--- src/rtl/cpu_types_pkg.sv ---
// cpu_types_pkg: shared CPU/cache types, instruction-cache address layout and FSM states
// Ports: none (package).
package cpu_types_pkg;
    typedef logic [31:0] word_t;
    localparam int ITAG_W = 26;
    localparam int IIDX_W = 4;
    typedef struct packed {
        logic [ITAG_W-1:0] tag;
        logic [IIDX_W-1:0] idx;
        logic [1:0]        bytoff;
    } icachef_t;
    typedef enum logic {IDLE, FILL} icache_state_t;
endpackage

--- src/rtl/caches_if.sv ---
// caches_if: instruction-cache to memory-controller read port
// Ports: iREN/iaddr (cache -> memory), iload/iwait (memory -> cache).
interface caches_if;
    import cpu_types_pkg::*;
    logic  iREN;
    logic  iwait;
    word_t iaddr;
    word_t iload;
    modport icache (output iREN, iaddr, input iload, iwait);
    modport mem (input iREN, iaddr, output iload, iwait);
endinterface

--- src/rtl/datapath_cache_if.sv ---
// datapath_cache_if: fetch-stage to instruction-cache handshake
// Ports: imemREN/imemaddr (datapath -> cache), ihit/imemload (cache -> datapath).
interface datapath_cache_if;
    import cpu_types_pkg::*;
    logic  imemREN;
    logic  ihit;
    word_t imemaddr;
    word_t imemload;
    modport icache (input imemREN, imemaddr, output ihit, imemload);
    modport dp (output imemREN, imemaddr, input ihit, imemload);
endinterface

--- src/rtl/icache.sv ---
// icache: direct-mapped read-only instruction cache with one-word miss fill
// Ports: CLK, nRST (async, active-low); dcif = fetch side (combinational hit);
//        cif = memory fill side (iREN/iaddr out, iload/iwait in).
module icache
    import cpu_types_pkg::*;
#(
    parameter int SETS  = 16,
    parameter int IDX_W = 4
) (
    input logic              CLK,
    input logic              nRST,
    datapath_cache_if.icache dcif,
    caches_if.icache         cif
);
    localparam int TAG_W = 30 - IDX_W;
    icache_state_t    state_q, state_d;
    word_t            miss_addr_q, miss_addr_d;
    logic [SETS-1:0]  valid_q, valid_d;
    logic [TAG_W-1:0] tag_q [SETS];
    logic [TAG_W-1:0] tag_d [SETS];
    word_t            data_q [SETS];
    word_t            data_d [SETS];
    logic [TAG_W-1:0] req_tag, miss_tag;
    logic [IDX_W-1:0] req_idx, miss_idx;
    logic             hit;

    assign req_tag  = dcif.imemaddr[31:IDX_W+2];
    assign req_idx  = dcif.imemaddr[IDX_W+1:2];
    assign miss_tag = miss_addr_q[31:IDX_W+2];
    assign miss_idx = miss_addr_q[IDX_W+1:2];
    // No hit is reported while a fill is outstanding, whatever the array holds.
    assign hit = state_q == IDLE && dcif.imemREN && valid_q[req_idx] && tag_q[req_idx] == req_tag;
    assign dcif.ihit     = hit;
    assign dcif.imemload = hit ? data_q[req_idx] : '0;
    assign cif.iREN      = state_q == FILL;
    assign cif.iaddr     = miss_addr_q;

    always_comb begin
        state_d     = state_q;
        miss_addr_d = miss_addr_q;
        valid_d     = valid_q;
        tag_d       = tag_q;
        data_d      = data_q;
        if (state_q == IDLE) begin
            if (dcif.imemREN && !hit) begin
                state_d     = FILL;
                miss_addr_d = dcif.imemaddr & ~word_t'(3);
            end
        end else if (!cif.iwait) begin
            // Fill always lands on the latched address, even if the fetch moved on.
            state_d           = IDLE;
            valid_d[miss_idx] = 1'b1;
            tag_d[miss_idx]   = miss_tag;
            data_d[miss_idx]  = cif.iload;
        end
    end

    always_ff @(posedge CLK or negedge nRST) begin
        if (!nRST) begin
            state_q     <= IDLE;
            miss_addr_q <= '0;
            valid_q     <= '0;
            for (int i = 0; i < SETS; i++) begin
                tag_q[i]  <= '0;
                data_q[i] <= '0;
            end
        end else begin
            state_q     <= state_d;
            miss_addr_q <= miss_addr_d;
            valid_q     <= valid_d;
            tag_q       <= tag_d;
            data_q      <= data_d;
        end
    end
endmodule

--- src/flat_wrapper.sv ---
// flat-port wrapper written by rule: the top's interface ports become plain ports
module icache_flat import cpu_types_pkg::*;
#(
    parameter int SETS  = 16,
    parameter int IDX_W = 4
)
  (CLK, nRST, dcif_imemREN, dcif_imemaddr, dcif_ihit, dcif_imemload, cif_iREN, cif_iaddr, cif_iload, cif_iwait);
  datapath_cache_if dcif_i ();
  caches_if cif_i ();
  input logic CLK;
  input logic nRST;
  input wire logic [$bits(dcif_i.imemREN)-1:0] dcif_imemREN;
  input wire logic [$bits(dcif_i.imemaddr)-1:0] dcif_imemaddr;
  output wire logic [$bits(dcif_i.ihit)-1:0] dcif_ihit;
  output wire logic [$bits(dcif_i.imemload)-1:0] dcif_imemload;
  output wire logic [$bits(cif_i.iREN)-1:0] cif_iREN;
  output wire logic [$bits(cif_i.iaddr)-1:0] cif_iaddr;
  input wire logic [$bits(cif_i.iload)-1:0] cif_iload;
  input wire logic [$bits(cif_i.iwait)-1:0] cif_iwait;
  assign dcif_i.imemREN = dcif_imemREN;
  assign dcif_i.imemaddr = dcif_imemaddr;
  assign dcif_ihit = dcif_i.ihit;
  assign dcif_imemload = dcif_i.imemload;
  assign cif_iREN = cif_i.iREN;
  assign cif_iaddr = cif_i.iaddr;
  assign cif_i.iload = cif_iload;
  assign cif_i.iwait = cif_iwait;
  icache #(.SETS(SETS), .IDX_W(IDX_W)) u_core (.CLK(CLK), .nRST(nRST), .dcif(dcif_i), .cif(cif_i));
endmodule
--- config.mk ---
export PLATFORM = sky130hd
export DESIGN_NAME = icache_flat
export DESIGN_NICKNAME = d
export VERILOG_FILES = /design/src/rtl/cpu_types_pkg.sv /design/src/rtl/caches_if.sv /design/src/rtl/datapath_cache_if.sv /design/src/rtl/icache.sv /design/src/flat_wrapper.sv
export SDC_FILE = /design/constraint.sdc
export NUM_CORES = 1
export LEC_CHECK = 0
export CORE_AREA = 2 2 287 289
export CTS_BUF_LIST = sky130_fd_sc_hd__clkbuf_2 sky130_fd_sc_hd__clkbuf_4 sky130_fd_sc_hd__clkbuf_8
export CTS_CLUSTER_DIAMETER = 100
export DETAILED_ROUTE_END_ITERATION = 10
export DIE_AREA = 0 0 289 291
export GPL_TIMING_DRIVEN = 1
export PLACE_DENSITY = 0.82
export SKIP_CTS_REPAIR_TIMING = 1
export SLEW_MARGIN = 20
export SYNTH_ARGS = -nofsm -noshare
export SYNTH_HDL_FRONTEND = slang
export SYNTH_SLANG_ARGS = --single-unit
--- constraint.sdc ---
create_clock -name CLK -period 3.4 [get_ports CLK]
set_input_delay 0.34 -clock CLK [delete_from_list [all_inputs] [get_ports CLK]]
set_output_delay 0.34 -clock CLK [all_outputs]
set_load 0.05 [all_outputs]
==> results.md <==
- Crit path largest cell delay: 540 ps
- Number of levels the H-tree was split into: 4
- Run status: finished with violations
- Crit. Startpoint: u_core.tag_q[20]$_DFFE_PN0P_
- Number of enable-type register cells in the synthesized netlist: 0
- Final standard cell utilization of the core: 63.1%
- Sequential element share of the synthesized area: between 50% and 60%
- Maximum achievable frequency: 235 MHz
- Path category of the worst min-delay check: input port to asynchronous set/reset pin
- Flip-flop and latch count after synthesis: about 1,000
- Cell with the most instances after synthesis: sky130_fd_sc_hd__dfrtp_1
- Most area-consuming cells after synthesis: sky130_fd_sc_hd__dfrtp_1 (55%), sky130_fd_sc_hd__mux2_2 (24%), sky130_fd_sc_hd__mux4_2 (13%)
- Share of synthesized registers carrying an async set or reset: 100%
- Synthesis-to-layout area growth: 16.0%
- Mapped Cells: between 2,000 and 3,000
- Slew Limit Fails: 0
- Part of the cycle the worst path needs: 125%
- Final worst path period need: roughly 4300 ps
- CP Launch Type: register
- Required time at the endpoint of the critical path: around 3100 ps
- Share of final-layout standard cells stronger than drive strength 1: 57.9%
- Placeable core region: between 0.08 and 0.09 mm^2
- Total negative slack: -32,650 ps
- Worst reg2reg path startpoint: u_core.tag_q[20]$_DFFE_PN0P_
- Setup slack of the critical path after layout: -850 ps
- CP Capture Point: dcif_imemload[0]
- Mapped Avg Cell Area: about 16 um^2
- Vias in the first global route: 28,200
- Number of clock buffers inserted by TritonCTS: between 150 and 200
- Number of max-cap violations: 0
- Slew at the pin with the worst max-slew slack: just over 1000 ps
- Pre-Repair DR Iteration Count: 5
- Antenna Violating Nets Remaining: 0
- Top-Level Pins: around 130
- Cell-by-cell trace of the critical path: mux4_2 > mux4_2 > xnor2_2 > o31ai_2 > or4_4 > nor4_4 > buf_4 > buf_12 > and3_4 > buf_12
- Arrival time worst endpoint: 3910 ps
- Unrepaired setup endpoints after global routing: true
- Tightest slew margin relative to the limit: 31.7%
- Setup violations, final: between 60 and 70
- Total number of yosys warnings: 0
- Category of the most critical setup path: register to output port
- Worst-path maximum fanout: 15
- Starting Density: a little over half
- Area of the mapped netlist: 0.0441 mm^2
- Detailed-route wire length per cell: 26.7 um
- Via total after detailed routing: 25,500
- Nature of the critical path endpoint: output port
- DRC violation count after routing: 0
- Reg-to-reg critical path endpoint: u_core.cif.iaddr[26]$_DFFE_PN0P_
- Number of nets at the end of the flow: 2,962
- Path depth of the worst reg2reg path: 12
- Final count of hold timing violations: 0
- Cell types with the highest counts after synthesis: sky130_fd_sc_hd__dfrtp_1 (975), sky130_fd_sc_hd__mux2_2 (937), sky130_fd_sc_hd__mux4_2 (261)
- Width of the die: 289 um
- Setup clock skew after layout: 38.0 ps
- Clk Tree Root Cell: sky130_fd_sc_hd__clkbuf_8
- Avg Vias per Cell: between 6 and 7
- Number of sinks driven by the clock tree: 975
- FF-to-FF setup slack: -200 ps
- GRT Resource Usage Total: a little over a quarter
- Largest net degree at the start of global routing: roughly 140
- Violations in the final reports: setup timing
- Global-route wire length before repair: 170,000 um
- Count of fill cells added during filler insertion: ~5,600
- Highest ir drop seen on vdd: between 0.0003 and 0.0004 V
- Yosys cell types: 52
- RePlAce Congestion: roughly 0.8
- Ratio of total power to cell area: 773 mW/mm^2
- Clock Latency Late Sink: between 800 and 900 ps
- Die height: between 200 and 300 um
- Static power due to leakage: 23.3 nW
- Number of DRC markers after the initial detailed-route iteration: between 1,500 and 2,000
- Antenna violations before repair: 11
- Final cell count without fillers: around 4,000
- Aggregate routed wire length: 109,000 um
- Area of the die: 0.0841 mm^2
- Detailed Place HPWL: between 60,000 and 70,000 um
- # port buffers: 129
- Portion of synthesized cell area occupied by the leading cell type: between 50% and 60%
- Remaining global-route overflow: 0
- Total number of placement rows: approximately 110
- Largest area contributor in the synthesized netlist: sky130_fd_sc_hd__dfrtp_1
- Post-CTS clock slew at the launch and capture registers of the worst setup and hold paths: ~60 ps
- Clock tree from TritonCTS: yes
- Slowest CP cell: sky130_fd_sc_hd__mux4_2
- Placed instance count: between 3,000 and 4,000
- Primary flip-flop cell chosen by synthesis mapping: sky130_fd_sc_hd__dfrtp_1
- Maximum buffer depth of the clock tree: 3
-- worst min-delay path by stage --
stage	startpoint	to	slack, ps
after global routing	nRST	u_core.data_q[291]$_DFFE_PN0P_	110
after global placement	nRST	u_core.data_q[355]$_DFFE_PN0P_	320
after CTS	nRST	u_core.data_q[327]$_DFFE_PN0P_	-550
after detailed placement	nRST	u_core.data_q[291]$_DFFE_PN0P_	320
after floorplan	nRST	u_core.cif.iREN$_DFF_PN0_	40
final	nRST	u_core.data_q[291]$_DFFE_PN0P_	100
-- final cells by class --
cell class,count,area (um^2),area share [%]
multi-input combinational,1481,18900,37.0
inverter,5,23.8,0.0464
clock buffer,241,2970,5.79
clock inverter,23,196,0.384
sequential,975,24400,47.7
tap,1070,1340,2.61
antenna,3,7.51,0.0147
timing repair buffer,276,3340,6.52
-- power breakdown --
group	total, mW	internal (mW)	switching (mW)	leakage [nW]
Clock	10.1	5.61	4.53	1.68
Sequential	19.3	16.5	2.84	12.5
Combinational	10.1	6.51	3.61	9.10
-- placed cells by master (no fill, tap or decap), types with 4 or more instances in the layout --
cell type | Yosys | final
sky130_fd_sc_hd__dfrtp_1 | 975 | 975
sky130_fd_sc_hd__mux2_2 | 937 | 937
sky130_fd_sc_hd__mux4_2 | 261 | 261
sky130_fd_sc_hd__clkbuf_8 | 0 | 185
sky130_fd_sc_hd__buf_4 | 13 | 98
sky130_fd_sc_hd__clkdlybuf4s50_1 | 0 | 91
sky130_fd_sc_hd__buf_12 | 0 | 81
sky130_fd_sc_hd__clkbuf_4 | 0 | 56
sky130_fd_sc_hd__mux2i_1 | 49 | 49
sky130_fd_sc_hd__mux2_4 | 29 | 29
sky130_fd_sc_hd__and3_2 | 0 | 22
sky130_fd_sc_hd__xnor2_1 | 20 | 19
sky130_fd_sc_hd__nand2b_1 | 12 | 12
sky130_fd_sc_hd__xor2_1 | 12 | 12
sky130_fd_sc_hd__nor2_1 | 11 | 10
sky130_fd_sc_hd__clkinv_2 | 0 | 10
sky130_fd_sc_hd__and3_4 | 0 | 10
sky130_fd_sc_hd__nand2_4 | 0 | 9
sky130_fd_sc_hd__o21ai_0 | 8 | 8
sky130_fd_sc_hd__nor2b_1 | 11 | 8
sky130_fd_sc_hd__nand2_1 | 16 | 7
sky130_fd_sc_hd__clkinvlp_4 | 0 | 7
sky130_fd_sc_hd__a21oi_1 | 6 | 6
sky130_fd_sc_hd__or2_2 | 6 | 6
sky130_fd_sc_hd__nand4_1 | 5 | 5
sky130_fd_sc_hd__a221oi_1 | 4 | 4
sky130_fd_sc_hd__nor3_1 | 6 | 4
sky130_fd_sc_hd__and2_1 | 4 | 4
sky130_fd_sc_hd__a22oi_1 | 4 | 4
sky130_fd_sc_hd__and3_1 | 36 | 4
sky130_fd_sc_hd__nor4_1 | 4 | 4
-- worst max-delay path, delay by kind of cell (launching register included) --
family,cells,cell delay [ps]
multiplexers,2,1030
AO/OA/AOI/OAI,1,100
buffers and inverters,3,500
flip-flops,1,390
AND/OR/NAND/NOR,3,930
XOR/XNOR,1,170
-- per-layer routing --
| metal | track usage [%] | wire [um] | up-vias |
|---|---|---|---|
| li1 | - | - | 10500 |
| met1 | 36.2 | 44700 | 14100 |
| met2 | 43.8 | 55600 | 743 |
| met3 | 5.05 | 5850 | 203 |
| met4 | 8.73 | 2570 | 12 |
| met5 | 0 | 76 | - |
-- stage by stage --
step	hold slack, ps	worst slack [ps]	instance area, um^2	power, mW
final	97.3	-850	51200	39.6
after global routing	110	-934	51200	41.5
after CTS	-548	-1130	51100	39.7
after detailed placement	325	-377	47900	29.5
after global placement	321	-284	47900	28.4
after floorplan	44.4	-8.82	44200	26.2
-- cells by family (layout without fill, tap and decap cells) --
| group | after synthesis | in the layout | synth area share (%) |
|---|---|---|---|
| other | 1 | 5 | 0.00850 |
| multiplexers | 1276 | 1276 | 39.3 |
| AND/OR/NAND/NOR | 121 | 121 | 1.61 |
| flip-flops | 975 | 975 | 55.3 |
| XOR/XNOR | 32 | 32 | 0.635 |
| buffers and inverters | 245 | 545 | 2.32 |
| AO/OA/AOI/OAI | 50 | 50 | 0.811 |
-- registers in the layout, summed over array words and instances, names as in the netlist --
| name | count |
|---|---|
| u_core.valid_q | 16 |
| u_core.cif.iREN | 1 |
| u_core.cif.iaddr | 30 |
| u_core.tag_q | 416 |
| u_core.data_q | 512 |
Note: power is estimated with default switching activity, not from simulation.
